## src/rtl/bishift_seq_ctrl.sv

```systemverilog
// -----------------------------------------------------------------------------
// bishift_seq_ctrl
//   Command sequencer for a bidirectional shift register (bishift_reg).
//   It accepts one shift command per cmd_valid/cmd_ready handshake. The command
//   carries a direction, a shift count and a serial bit pattern. The block then
//   drives the register's en/mode/d pins for exactly that many clocks. After the
//   shifts it captures the register contents into result and pulses done.
//
//   FSM: IDLE -> SHIFT -> SETTLE -> DONE -> IDLE
//
// Parameters
//   MSB      width of the controlled shift register
//   MAX_LEN  max shifts per command, also the width of cmd_data
//   LEN_W    width of cmd_len (2**LEN_W > MAX_LEN)
//
// Ports
//   clk        rising-edge clock
//   rst        asynchronous, active-low reset
//   cmd_valid  command present
//   cmd_ready  command accepted when high (IDLE and not in reset)
//   cmd_dir    shift direction, forwarded to sr_mode
//   cmd_len    shift count; values above MAX_LEN clamp to MAX_LEN
//   cmd_data   serial bits, bit k driven on shift k (LSB first)
//   sr_en      shift enable to the register
//   sr_mode    direction to the register
//   sr_d       serial data to the register
//   sr_out     parallel contents from the register
//   busy       high in every state except IDLE
//   done       one-cycle pulse when result is valid
//   result     sr_out captured at end of command, held until the next done
//   abort      (only with BISHIFT_CTRL_ABORT_EN) ends SHIFT early, result
//              still reported
//
// Build option
//   BISHIFT_CTRL_ABORT_EN  adds the abort input.
// -----------------------------------------------------------------------------
module bishift_seq_ctrl #(
    parameter int MSB     = 4,
    parameter int MAX_LEN = 8,
    parameter int LEN_W   = 4
) (
    input  logic               clk,
    input  logic               rst,
    input  logic               cmd_valid,
    output logic               cmd_ready,
    input  logic               cmd_dir,
    input  logic [LEN_W-1:0]   cmd_len,
    input  logic [MAX_LEN-1:0] cmd_data,
    output logic               sr_en,
    output logic               sr_mode,
    output logic               sr_d,
    input  logic [MSB-1:0]     sr_out,
    output logic               busy,
    output logic               done,
    output logic [MSB-1:0]     result
`ifdef BISHIFT_CTRL_ABORT_EN
    ,
    input  logic               abort
`endif
);

    localparam logic [1:0] IDLE   = 2'd0;
    localparam logic [1:0] SHIFT  = 2'd1;
    localparam logic [1:0] SETTLE = 2'd2;
    localparam logic [1:0] DONE   = 2'd3;

    localparam logic [LEN_W-1:0] MAX_L = LEN_W'(MAX_LEN);

    logic [1:0]         state;
    logic [LEN_W-1:0]   cnt;
    logic [LEN_W-1:0]   len_q;
    logic [MAX_LEN-1:0] data_q;
    logic [LEN_W-1:0]   len_clamped;
    logic               accept;
    logic               abort_hit;

`ifdef BISHIFT_CTRL_ABORT_EN
    assign abort_hit = abort;
`else
    assign abort_hit = 1'b0;
`endif

    assign cmd_ready   = (state == IDLE) && rst;
    assign accept      = cmd_valid && cmd_ready;
    assign len_clamped = (cmd_len > MAX_L) ? MAX_L : cmd_len;

    // Command payload: no reset needed, it is only read after an accept.
    // data_q holds the bits not yet driven. Bit 0 goes out at accept time, so
    // the rest is pre-shifted and each shift step consumes data_q[0].
    always_ff @(posedge clk) begin
        if (accept) begin
            len_q  <= len_clamped;
            data_q <= cmd_data >> 1;
        end else if (state == SHIFT && cnt < len_q) begin
            data_q <= data_q >> 1;
        end
    end

    always_ff @(posedge clk or negedge rst) begin
        if (!rst) begin
            state   <= IDLE;
            cnt     <= '0;
            sr_en   <= 1'b0;
            sr_mode <= 1'b0;
            sr_d    <= 1'b0;
            busy    <= 1'b0;
            done    <= 1'b0;
            result  <= '0;
        end else begin
            case (state)
                IDLE: begin
                    if (accept) begin
                        busy    <= 1'b1;
                        sr_mode <= cmd_dir;
                        if (len_clamped != '0) begin
                            state <= SHIFT;
                            sr_en <= 1'b1;
                            sr_d  <= cmd_data[0];
                            cnt   <= LEN_W'(1);
                        end else begin
                            // Zero-length command: skip straight to reporting.
                            state <= SETTLE;
                            cnt   <= '0;
                        end
                    end
                end
                SHIFT: begin
                    // The register also shifts on this edge (sr_en is still
                    // high), so an abort seen at count n yields n shifts.
                    if (abort_hit || cnt >= len_q) begin
                        sr_en <= 1'b0;
                        sr_d  <= 1'b0;
                        state <= SETTLE;
                    end else begin
                        sr_d <= data_q[0];
                        cnt  <= cnt + LEN_W'(1);
                    end
                end
                SETTLE: begin
                    // sr_out now reflects the last shift.
                    result <= sr_out;
                    done   <= 1'b1;
                    state  <= DONE;
                end
                default: begin
                    done  <= 1'b0;
                    busy  <= 1'b0;
                    cnt   <= '0;
                    state <= IDLE;
                end
            endcase
        end
    end

endmodule

```

## config.mk

```make
export PLATFORM = sky130hd
export DESIGN_NAME = bishift_seq_ctrl
export DESIGN_NICKNAME = d
export VERILOG_FILES = /design/src/rtl/bishift_seq_ctrl.sv
export SDC_FILE = /design/constraint.sdc
export NUM_CORES = 1
export LEC_CHECK = 0
export CAP_MARGIN = 20
export CORE_AREA = 2 2 54 56
export DETAILED_ROUTE_END_ITERATION = 8
export DIE_AREA = 0 0 56 58
export GPL_ROUTABILITY_DRIVEN = 0
export PLACE_DENSITY = 0.84
export SLEW_MARGIN = 20
export SYNTH_ARGS = -nofsm -noshare
export SYNTH_HDL_FRONTEND = slang
export SYNTH_SLANG_ARGS = --single-unit
```

## constraint.sdc

```tcl
create_clock -name clk -period 3.8 [get_ports clk]
set_input_delay 0.76 -clock clk [delete_from_list [all_inputs] [get_ports clk]]
set_output_delay 0.76 -clock clk [all_outputs]
set_load 0.05 [all_outputs]
```

# == Word level (Yosys, flattened, before mapping) ==
# Cells that the tools add are included.
# totals
wordCells,59
in_bits,20
out_inout_bits,10
register_bits,26
# classes
addsub,1
order_cmp,3
reduce_logical,15
muxes,22
eq_ne,6
bitwise,2
# op_table
operator,count
$mux W7,2
$mux W4,3
$pmux W4 S3,1
$mux W1,8
$pmux W1 S2,4
$mux W2,3
$pmux W2 S3,1
$reduce_and A2 Y1,3
$reduce_and A3 Y1,2
$add A4 B1 Y4 const B,1
$ge A4 B4 Y1,1
$gt A4 B4 Y1 const B,1
$lt A4 B4 Y1,1
$ne A2 B1 Y1 const B,2
$ne A2 B2 Y1 const B,2
$reduce_and A4 Y1,1
$reduce_bool A2 Y1,2
$reduce_bool A4 Y1,1
$reduce_or A2 Y1,2
$logic_and A1 B1 Y1,3
$eq A2 B1 Y1 const B,1
$eq A2 B2 Y1 const B,1
$logic_not A2 Y1,1
$not A1 Y1,2

# == Longest topological paths before layout ==
# Gate-level depths: netlist of run 1.
# depth
word_depth,6
depth_mapped,8
ltp_nobuf,8

# == Worst setup path after synthesis of run 1 ==
# OpenSTA, ideal clock, no wires.
# synth_path
kind,input to register
startpoint,input port rst
endpoint,register sr_d
arrival_ps,1763
setup_time_ps,122
slack_ps,1915
required_time_ps,3678
stages,6
cell_sequence,and2_2 nand2_2 inv_2 a2bb2oi_1 nor2b_1 a21oi_1
# synth_via
elab_chain_cells,4
# synth_rtl
element,line_no,source
start: declaration,43,"input logic rst,"
$logic_and A1 B1 Y1,83,assign cmd_ready = (state == IDLE) && rst;
$logic_and A1 B1 Y1,84,assign accept = cmd_valid && cmd_ready;
$ne A2 B2 Y1 (no line),--,
$reduce_and A3 Y1 (no line),--,
end signal: assignment,118,sr_d <= cmd_data[0];
end signal: assignment,135,sr_d <= data_q[0];
end: declaration,51,"output logic sr_d,"
# Every way passes these cells.
# A chain may end at the register's enable or synchronous reset.

# == Worst setup path after layout of run 1 ==
# layout_path
startpoint,input port rst
endpoint,output port cmd_ready
# layout_via
elab_chain_cells,1
# layout_rtl
element,line_no,source
$logic_and A1 B1 Y1,83,
end: declaration,45,"output logic cmd_ready,"
# Every way passes these cells.

==> reports/summary.md, run 1 <==
- finished, final reports clean — status
- no — RSZ-0062 raised after global routing
- 0 — final-report hold violation count
- 0.000601 V — peak supply drop
- 5.42 — vias per std cell
- input pin — critical path startpoint category
- 2.71 ns — Tmin final
- 0.550 ns — slew at the pin with the worst max-slew slack
- done — clock tree from TritonCTS
- state[0] — launch point of the worst reg-to-reg path
- 17.9% — Tot GR Track Use
- 33 — post-synthesis cell type count
- 0 — Post-CTS Resized
- 0 ns — aggregate negative setup slack
- 25.8% — area growth from synthesis to layout
- 1.83 ns — r2r setup slk
- sr_d — endpoint of the worst-slack reg-to-reg timing path
- 790 nW/um^2 — areal power density over the cells
- 0 — final setup violation count
- 0 — max-cap violations
- 50.7% — initial core utilization
- 71.3% — share of the clock period used by the worst path
- 2710 um — Detailed Route WL
- flip-flop to flip-flop — Hold/Removal Path Class
- 0.734 nW — reported leakage power
- 0 — buffer count from post-CTS setup fixing
- 116 um — met3 WL
- cmd_ready — worst setup path endpoint
- clkbuf_4 — Root Driver
- 156 — total nets after synthesis
- 11 — number of enable-type register cells in the synthesized netlist
- rst — startpoint of the worst setup timing path
- 2150 um — half-perimeter wire length after placement
- input pin to primary output — critical setup path kind
- 56 um — width of the chip
- 23 — number of design-rule violations left by the first detailed-router iteration
- 230 — fill count
- 127 — Cells after Synth
- 15 — maximum number of pins on one net before global-route repair
- 0 — Final Slew Violations
- 0 — Antenna Diode Count
- 601 sq um — multi-input gate area in the final layout
- met4 — Highest Signal Layer
- 57.7% — share of async-settable or async-resettable flops after synthesis
- 10.6 sq um — average cell area after synthesis
- 4 — DRT Pass-1 Iters
- 1 — H-tree levels
- 1160 um — met1 wire length
- 1,025 — via count of the first global-routing pass
- 10 — Max FO, Critical Path
- 3.04 ns — required time at the endpoint of the critical path
- 26 — synthesis-stage register bit count
- 1670 sq um — post-detailed-placement cell area
- 62.9% — worst-case headroom to the max-slew limit
- 19 — count of standard-cell rows
- 706 sq um — Sequential Area
- 1700 sq um — final design area excluding fillers
- 4560 um — wire length of the first global-routing pass
- 58 um — vertical die dimension
- 0 — Yosys warning count
- 12.0% — proportion of layout cells with a drive suffix above 1
- 2660 sq um — core area
- 188 — Final #Nets
- 0 — hold-fix buffers at CTS
- 0 — DRC violation count after routing
- 0 — initial antenna violation count
- 3250 sq um — floorplan die area
- 1,025 — via total after detailed routing
- 0.13 ns — Clock Pin Slew Worst Setup and Hold Paths
- 369 MHz — max frequency
- 26 — sink count of the clock tree
- 0 — Final ANT Viol Nets
- 3 — cts bufs inserted
- 1350 sq um — cell area after synthesis
- 52.3% — sequential share of the synthesized area
- 14.4 um — average wire per cell in the routed design
- 1.01 ns — worst slack, placed
- 0.00494 ns — final worst clock skew
- 29 — number of buffer cells added on primary ports
- 0 — sum of overflow across all layers after global routing
- 1.09 ns — Worst Slack Setup Final
- 8 — Worst Reg-to-Reg Cells
- primary output — critical path capture point type
- 1400 um — routed wl met2
- 1.95 ns — data arrival time of the critical path
- 63.7% — final design utilization
- 2 — maximum buffer depth of the clock tree
- dfrtp_1 — primary flip-flop cell chosen by synthesis mapping
- 30 — number of top-level pins
- 0.31 ns — worst skew pair latency
==> how the worst min path moves through the flow <==
| stage | startpoint | end | slack (ns) | cells past startpoint |
|---|---|---|---|---|
| floorplan | rst | busy | 0.46 | 0 |
| global placement | sr_mode | sr_mode | 0.48 | 2 |
| detailed placement | sr_mode | sr_mode | 0.49 | 2 |
| CTS | result[1] | result[1] | 0.53 | 1 |
| global route | result[0] | result[0] | 0.53 | 1 |
| finish | sr_mode | sr_mode | 0.52 | 2 |
==> cells by family (layout without fill, tap and decap cells) <==
logic type | count (synthesis) | count (layout) | share of synthesized area, %
fa+ha+maj | 9 | 9 | 8.35
buf+inv | 11 | 42 | 3.15
mux | 8 | 8 | 6.59
compound gates | 22 | 22 | 11.4
flops | 26 | 26 | 52.3
simple gates | 51 | 51 | 18.2
==> layout make-up <==
class                           count  share of cell area, %
Multi-Input combinational cell     90                   35.4
Tap cell                           31                   2.29
Clock buffer                        4                   1.55
Inverter                            8                   1.77
Sequential cell                    26                   41.6
Timing Repair Buffer               30                   17.4
==> Yosys cell counts (2+ instances only) <==
cell,instances,area (sq um)
nor2b_1,4,25.0
nand3_1,6,30.0
inv_1,7,26.3
o21ai_0,7,35.0
ha_1,9,113
mux2_2,7,78.8
a21oi_1,4,20.0
edfxtp_1,11,330
clkbuf_1,2,7.51
o211ai_1,4,30.0
dfrtp_1,15,375
nand2_1,27,101
nor2_1,4,15.0
==> state kept, by name, indices dropped and copies added (netlist names) <==
name	count
result	4
sr_d	1
sr_mode	1
sr_en	1
busy	1
cnt	4
data_q	7
state	2
len_q	4
done	1
==> stage by stage <==
step | power [mW] | hold slack [ns] | std cells
after detailed placement | 1.22 | 0.489 | 185
after global routing | 1.43 | 0.534 | 189
after CTS | 1.34 | 0.526 | 189
after floorplan | 1.00 | 0.464 | 127
final | 1.34 | 0.518 | 189
after global placement | 1.19 | 0.478 | 185
==> power breakdown <==
group,switching [mW],leakage [nW],internal (mW)
registers,0.0643,0.287,0.424
logic,0.442,0.432,0.291
clock network,0.0785,0.0150,0.0410
==> layout by cell type, fill, tap and decap left out <==
master	n
dfrtp_1	15
nor2b_1	4
a2bb2oi_1	1
edfxtp_1	11
buf_4	2
or4_4	1
clkdlybuf4s50_1	28
ha_1	9
nand3_1	6
a32oi_1	1
o211ai_1	4
a21oi_1	4
mux2i_1	1
nand2_2	1
nand2_1	27
or2_4	1
clkbuf_1	1
nor4_1	1
inv_2	1
or3_1	1
clkbuf_4	3
o21ai_0	7
nor3b_1	1
mux2_2	7
nor2_1	4
nand4_1	1
and2b_1	1
and2_2	1
o21a_1	1
a21o_2	1
inv_1	7
and2_1	1
a21boi_4	1
o311ai_1	1
a21o_1	1
==> metal layers <==
layer | track usage [%] | vias up
met5 | 0 | -
met4 | 5.78 | 0
met3 | 2.90 | 6
met2 | 30.8 | 29
met1 | 23.4 | 483
li1 | - | 507
==> worst max-delay path: stages <==
cell and delay [ns]:
clkdlybuf4s50_1 0.73, and2_2 0.25, buf_4 0.20
Power figures use the tool's default switching activity.
==> inputs of run 2 (changes only) <==
--- a/config.mk
+++ b/config.mk
@@ -6,11 +6,11 @@
 export NUM_CORES = 1
 export LEC_CHECK = 0
 export CAP_MARGIN = 20
-export CORE_AREA = 2 2 54 56
+export CORE_AREA = 2 2 59 61
 export DETAILED_ROUTE_END_ITERATION = 8
-export DIE_AREA = 0 0 56 58
+export DIE_AREA = 0 0 61 63
 export GPL_ROUTABILITY_DRIVEN = 0
-export PLACE_DENSITY = 0.84
+export PLACE_DENSITY = 0.75
 export SLEW_MARGIN = 20
 export SYNTH_ARGS = -nofsm -noshare
 export SYNTH_HDL_FRONTEND = slang
==> constraint.sdc (replaced) <==
create_clock -name clk -period 2.35 [get_ports clk]
set_input_delay 0.47 -clock clk [delete_from_list [all_inputs] [get_ports clk]]
set_output_delay 0.47 -clock clk [all_outputs]
set_load 0.05 [all_outputs]
==> run 2 against run 1 <==
Combinational power rose by 62%. Sequential cell count is the same. Critical endpoint is now sr_d. Sequential power rose by 61%. Critical path type is now flip-flop to primary output. Clock skew grew 0.0013 ns. Highest routed layer is now met3. Clock-buffer cell count unchanged.
==> reports/summary.md, run 2 (synthesis gave the netlist of run 1 again) <==
- 1 — H-tree levels, unchanged
- 202 — number of instances in the placed design, was 185
- no — RSZ-0062 raised after global routing, unchanged
- 0.31 ns — worst skew pair latency, about the same
- 1.88 ns — required time at the endpoint of the critical path, was 3.04 ns
- 63 um — vertical die dimension, was 58 um
- 30 — number of top-level pins, unchanged
- 2 — Max FO, Critical Path, was 10
- 2 — Hold Path Cell Cnt, unchanged
- flip-flop to primary output — critical setup path kind, was input pin to primary output
- 21 — count of standard-cell rows, was 19
- 4.92 — vias per std cell, was 5.42
- 3 — cts bufs inserted, unchanged
- 0 — sum of overflow across all layers after global routing, unchanged
- 0 — DRC violation count after routing, unchanged
- 0 — max-cap violations, unchanged
- state[1] — endpoint of the worst-slack reg-to-reg timing path, was sr_d
- 0.502 ns — post-route worst hold slack, was 0.518 ns
- done — clock tree from TritonCTS, unchanged
- 1,037 — via count of the first global-routing pass, was 1,025
- 0 — final setup violation count, unchanged
- 0 — initial antenna violation count, unchanged
- 190 — Final #Nets, was 188
- 3230 sq um — core area, was 2660 sq um
- 0 — final-report hold violation count, unchanged
- 0.82 ns — peak per-stage delay on the critical path, was 0.73 ns
- 0.14 ns — Clock Pin Slew Worst Setup and Hold Paths, was 0.13 ns
- 0.347 ns — Worst Slack Setup Final, was 1.09 ns
- 26 — sink count of the clock tree, unchanged
- 1 — buffering stage count on the worst path with inverters included, was 2
- 13.1% — proportion of layout cells with a drive suffix above 1, was 12.0%
- 7 — Largest register FFs, unchanged
- 0.496 ns — slew at the pin with the worst max-slew slack, was 0.550 ns
- 29.2% — area growth from synthesis to layout, was 25.8%
- 0 — Post-CTS Resized, unchanged
- 2.00 ns — Tmin final
- 0.00619 ns — final worst clock skew, was 0.00494 ns
- 0 — buffer count from post-CTS setup fixing, unchanged
- 85.3% — share of the clock period used by the worst path
- 53.9% — final design utilization, was 63.7%
- clkbuf_4 — Root Driver, unchanged
- 0 — Antenna Diode Count, unchanged
- 66.6% — worst-case headroom to the max-slew limit, was 62.9%
- 206 — Final Non-Filler Cells, was 189
- 15 — maximum number of pins on one net before global-route repair, unchanged
- 1.53 ns — data arrival time of the critical path, was 1.95 ns
- cnt[0] — launch point of the worst reg-to-reg path, was state[0]
- 0 ns — aggregate negative setup slack, unchanged
- finished, final reports clean — status, unchanged
- 0 — Final Slew Violations, unchanged
- 4 — DRT Pass-1 Iters, unchanged
- clkdlybuf4s50_1 — most frequent standard cell in the layout excluding fill and tap cells, unchanged
- 0.36 ns — r2r setup slk, was 1.83 ns
- 0.000539 V — peak supply drop, was 0.000601 V
- 4460 um — wire length of the first global-routing pass, was 4560 um
- 1,014 — via total after detailed routing, was 1,025
- 28 x clkdlybuf4s50_1, 27 x nand2_1, 15 x dfrtp_1, 11 x edfxtp_1, 9 x ha_1 — most frequent cells in the layout, unchanged
- 499 MHz — max frequency
- 0.747 nW — reported leakage power, was 0.734 nW
- 2 — maximum buffer depth of the clock tree, unchanged
- flip-flop to flip-flop — Hold/Removal Path Class, unchanged
- 0.225 ns — worst slack, placed, was 1.01 ns
- 79 — number of design-rule violations left by the first detailed-router iteration, was 23
- 15.1% — Tot GR Track Use, was 17.9%
- clkdlybuf4s50_1 — critical path's slowest cell, unchanged
- data_q — most flop-heavy register, unchanged
- primary output — critical path capture point type, unchanged
- 41.7% — initial core utilization, was 50.7%
- sr_d — worst setup path endpoint, was cmd_ready
- sr_d — startpoint of the worst setup timing path, was rst
- 3840 sq um — floorplan die area, was 3250 sq um
- flip-flop — critical path startpoint category, was input pin
- clkdlybuf4s50_1 — worst path cell trace, was clkdlybuf4s50_1 -> and2_2 -> buf_4
- buffers and inverters — Top Family by Delay on Critical Path, unchanged
- 12.6 um — average wire per cell in the routed design, was 14.4 um
- 1240 nW/um^2 — areal power density over the cells, was 790 nW/um^2
- 6 — Worst Reg-to-Reg Cells, was 8
- 61 um — width of the chip, was 56 um
- 1 — Worst path depth, was 3
- 0 — hold-fix buffers at CTS, unchanged
- 2120 um — half-perimeter wire length after placement, was 2150 um
- 29 — number of buffer cells added on primary ports, unchanged
- 0 — Final ANT Viol Nets, unchanged
- 2600 um — Detailed Route WL, was 2710 um
[run 2: metrics by stage]
stage | cell area, sq um | power, mW
6_report | 1740 | 2.17
5_1_grt | 1740 | 2.33
4_1_cts | 1740 | 2.18
3_5_place_dp | 1720 | 1.99
3_3_place_gp | 1720 | 1.95
2_1_floorplan | 1350 | 1.62
[run 2: how the worst min path moves through the flow]
stage          startpoint      end  slack, ns
5_1_grt           sr_mode  sr_mode       0.53
3_5_place_dp      sr_mode  sr_mode       0.47
4_1_cts           sr_mode  sr_mode       0.50
6_report          sr_mode  sr_mode       0.50
2_1_floorplan         rst     busy       0.17
3_3_place_gp      sr_mode  sr_mode       0.48
[run 2: area by class of cell]
class	instances	area, sq um
clock buffers	4	26.3
fillers	312	1490
inverters	8	30.0
multi-input cells	90	601
flip-flops and latches	26	706
well taps	46	57.6
repair buffers	32	323
[run 2: power by group]
| group | internal, mW | switching, mW | leakage [nW] |
|---|---|---|---|
| clock | 0.0662 | 0.127 | 0.0150 |
| sequential | 0.686 | 0.0997 | 0.287 |
| combinational | 0.487 | 0.701 | 0.445 |
| total | 1.24 | 0.928 | 0.747 |
[run 2: routing by layer]
| layer | wire length [um] | GRT usage [%] | share of wire [%] |
|---|---|---|---|
| met4 | 0 | 1.90 | 0 |
| met2 | 1330 | 24.9 | 51 |
| met3 | 102 | 3.31 | 3.9 |
| met5 | 0 | 0 | 0 |
| met1 | 1160 | 20.8 | 45 |
==> inputs of run 3 (changes only) <==
--- a/config.mk
+++ b/config.mk
@@ -10,7 +10,7 @@
 export DETAILED_ROUTE_END_ITERATION = 8
 export DIE_AREA = 0 0 61 63
 export GPL_ROUTABILITY_DRIVEN = 0
-export PLACE_DENSITY = 0.75
+export PLACE_DENSITY = 0.79
 export SLEW_MARGIN = 20
 export SYNTH_ARGS = -nofsm -noshare
 export SYNTH_HDL_FRONTEND = slang
==> run 3 against run 2 <==
Combinational power hardly changed. Critical path type unchanged. Clock-buffer cell count fell by 1. Final area up 1.5%. Setup slack lost 0.050 ns. First-iteration DRC count down 57%. Total power is 6.3% higher. Core utilization increased by 0.81 points. Register-to-register slack about the same. Largest cell class unchanged. Wire length increased by 4.1%. Maximum frequency down 2.4%. Highest routed layer is now met4.
==> reports/summary.md, run 3 (synthesis gave the netlist of run 1 again) <==
- 0 — hold-fix buffers at CTS, unchanged
- 4 — DRT Pass-1 Iters, unchanged
- 61 um — width of the chip, unchanged
- 115 um — met3 WL, was 102 um
- 2 — buffering stage count on the worst path with inverters included, was 1
- 7 — Largest register FFs, unchanged
- 5.10 — vias per std cell, was 4.92
- 63 um — vertical die dimension, unchanged
- 0 — sum of overflow across all layers after global routing, unchanged
- 0.000567 V — peak supply drop, was 0.000539 V
- 0.15 ns — Clock Pin Slew Worst Setup and Hold Paths, was 0.14 ns
- 0.44 ns — peak per-stage delay on the critical path, was 0.82 ns
- 65.9% — worst-case headroom to the max-slew limit, was 66.6%
- finished, final reports clean — status, unchanged
- flip-flop to flip-flop — Hold/Removal Path Class, unchanged
- 1300 nW/um^2 — areal power density over the cells, was 1240 nW/um^2
- 0 ns — aggregate negative setup slack, unchanged
- 270 — fill count, was 312
- 3230 sq um — core area, unchanged
- 487 MHz — max frequency, was 499 MHz
- 0 — initial antenna violation count, unchanged
- 41.7% — initial core utilization, unchanged
- 0 — Antenna Diode Count, unchanged
- 0 — buffer count from post-CTS setup fixing, unchanged
- 706 sq um — Sequential Area, unchanged
- flip-flops — Top Family by Delay on Critical Path, was buffers and inverters
- inv_1 -> ha_1 -> and2_2 -> buf_12 — worst path cell trace, was clkdlybuf4s50_1
- 1.58 ns — data arrival time of the critical path, was 1.53 ns
- 2190 um — half-perimeter wire length after placement, was 2120 um
- 1,051 — via total after detailed routing, was 1,014
- dfrtp_1 — critical path's slowest cell, was clkdlybuf4s50_1
- 7 — Max FO, Critical Path, was 2
- 0 — final setup violation count, unchanged
- 3840 sq um — floorplan die area, unchanged
- 16.0% — Tot GR Track Use, was 15.1%
- 0.510 ns — slew at the pin with the worst max-slew slack, was 0.496 ns
- 30 — number of top-level pins, unchanged
- 1.88 ns — required time at the endpoint of the critical path, about the same
- 3 — cts bufs inserted, unchanged
- 202 — number of instances in the placed design, unchanged
- 2.05 ns — Tmin final, was 2.00 ns
- 0 — DRC violation count after routing, unchanged
- 2700 um — Detailed Route WL, was 2600 um
- 1 — H-tree levels, unchanged
- 0 — final-report hold violation count, unchanged
- 1420 um — routed wl met2, was 1330 um
- 0 — Final ANT Viol Nets, unchanged
- 2 — maximum buffer depth of the clock tree, unchanged
- 29 — number of buffer cells added on primary ports, unchanged
- 0 — Post-CTS Resized, unchanged
- 206 — Final Non-Filler Cells, unchanged
- 0.759 nW — reported leakage power, was 0.747 nW
- flip-flop — critical path startpoint category, unchanged
- clkbuf_4 — Root Driver, unchanged
- primary output — critical path capture point type, unchanged
- no — RSZ-0062 raised after global routing, unchanged
- clkdlybuf4s50_1 — most frequent standard cell in the layout excluding fill and tap cells, unchanged
- 0.33 ns — worst skew pair latency, was 0.31 ns
- 26 — sink count of the clock tree, unchanged
- 87.4% — share of the clock period used by the worst path, was 85.3%
- 1130 um — met1 wire length, was 1160 um
- 0.00251 ns — final worst clock skew, was 0.00619 ns
- 31.2% — area growth from synthesis to layout, was 29.2%
- data_q — most flop-heavy register, unchanged
- flip-flop to primary output — critical setup path kind, unchanged
- 0 — Final Slew Violations, unchanged
- 21 — count of standard-cell rows, unchanged
- 13.1 um — average wire per cell in the routed design, was 12.6 um
- 1,145 — via count of the first global-routing pass, was 1,037
- 28 x clkdlybuf4s50_1, 27 x nand2_1, 15 x dfrtp_1, 11 x edfxtp_1, 9 x ha_1 — most frequent cells in the layout, unchanged
- 190 — Final #Nets, unchanged
- 16 — maximum number of pins on one net before global-route repair, was 15
- 13.8% — proportion of layout cells with a drive suffix above 1, was 13.1%
- met4 — Highest Signal Layer, was met3
- 0 — max-cap violations, unchanged
- 4770 um — wire length of the first global-routing pass, was 4460 um
- 34 — number of design-rule violations left by the first detailed-router iteration, was 79
- done — clock tree from TritonCTS, unchanged
- 601 sq um — multi-input gate area in the final layout, unchanged
[run 3: cell count changes in the layout (fill, tap and decap cells not counted)]
| cell | previous run | this run |
|---|---|---|
| clkbuf_1 | 1 | 0 |
| bufinv_16 | 0 | 1 |
[run 3: area by class of cell]
class / count / share of cell area [%]
Sequential cell: 26 / 39.9
Multi-Input combinational cell: 90 / 33.9
Timing Repair Buffer: 32 / 18.2
Tap cell: 46 / 3.25
Clock inverter: 1 / 1.70
Inverter: 8 / 1.70
Clock buffer: 3 / 1.27
[run 3: layer usage]
metal  GRT usage (%)  vias to the layer above
met5               0                        -
met4            4.08                        0
met3            3.52                        6
met2            29.3                       23
met1            18.0                      516
li1                -                      506
[run 3: path summary, 6_finish.rpt]
kind                           from         to  slack, ns  cells past startpoint
min reg2reg                 sr_mode    sr_mode       0.50                      2
min                         sr_mode    sr_mode       0.50                      2
max reg2reg                  cnt[0]   state[1]       0.36                      6
max in group asynchronous       rst  result[0]       1.67                      2
max                        state[1]  cmd_ready       0.30                      4
min in group asynchronous       rst   state[1]       0.53                      2
[run 3: tightest hold or removal path, delay by kind of cell (launching register included)]
kind             cells  cell delay [ns]
DFF                  1             0.37
and+or+nand+nor      2             0.10
[run 3: stage by stage]
| stage | total power [mW] | util [%] | cell area [sq um] | setup WS [ns] | hold WS, ns |
|---|---|---|---|---|---|
| 3_3_place_gp | 1.95 | 53.1 | 1720 | 0.309 | 0.466 |
| 6_report | 2.30 | 54.7 | 1770 | 0.296 | 0.496 |
| 4_1_cts | 2.32 | 54.7 | 1770 | 0.272 | 0.505 |
| 2_1_floorplan | 1.62 | - | 1350 | 0.498 | 0.174 |
| 3_5_place_dp | 2.01 | 53.1 | 1720 | 0.200 | 0.472 |
| 5_1_grt | 2.47 | 54.7 | 1770 | 0.169 | 0.523 |
[run 3: report_power, final]
part / leakage [nW] / switching, mW / internal [mW] / total, mW
sequential: 0.287 / 0.102 / 0.686 / 0.787
combinational: 0.444 / 0.713 / 0.490 / 1.20
clock: 0.0279 / 0.140 / 0.173 / 0.313
total: 0.759 / 0.955 / 1.35 / 2.30
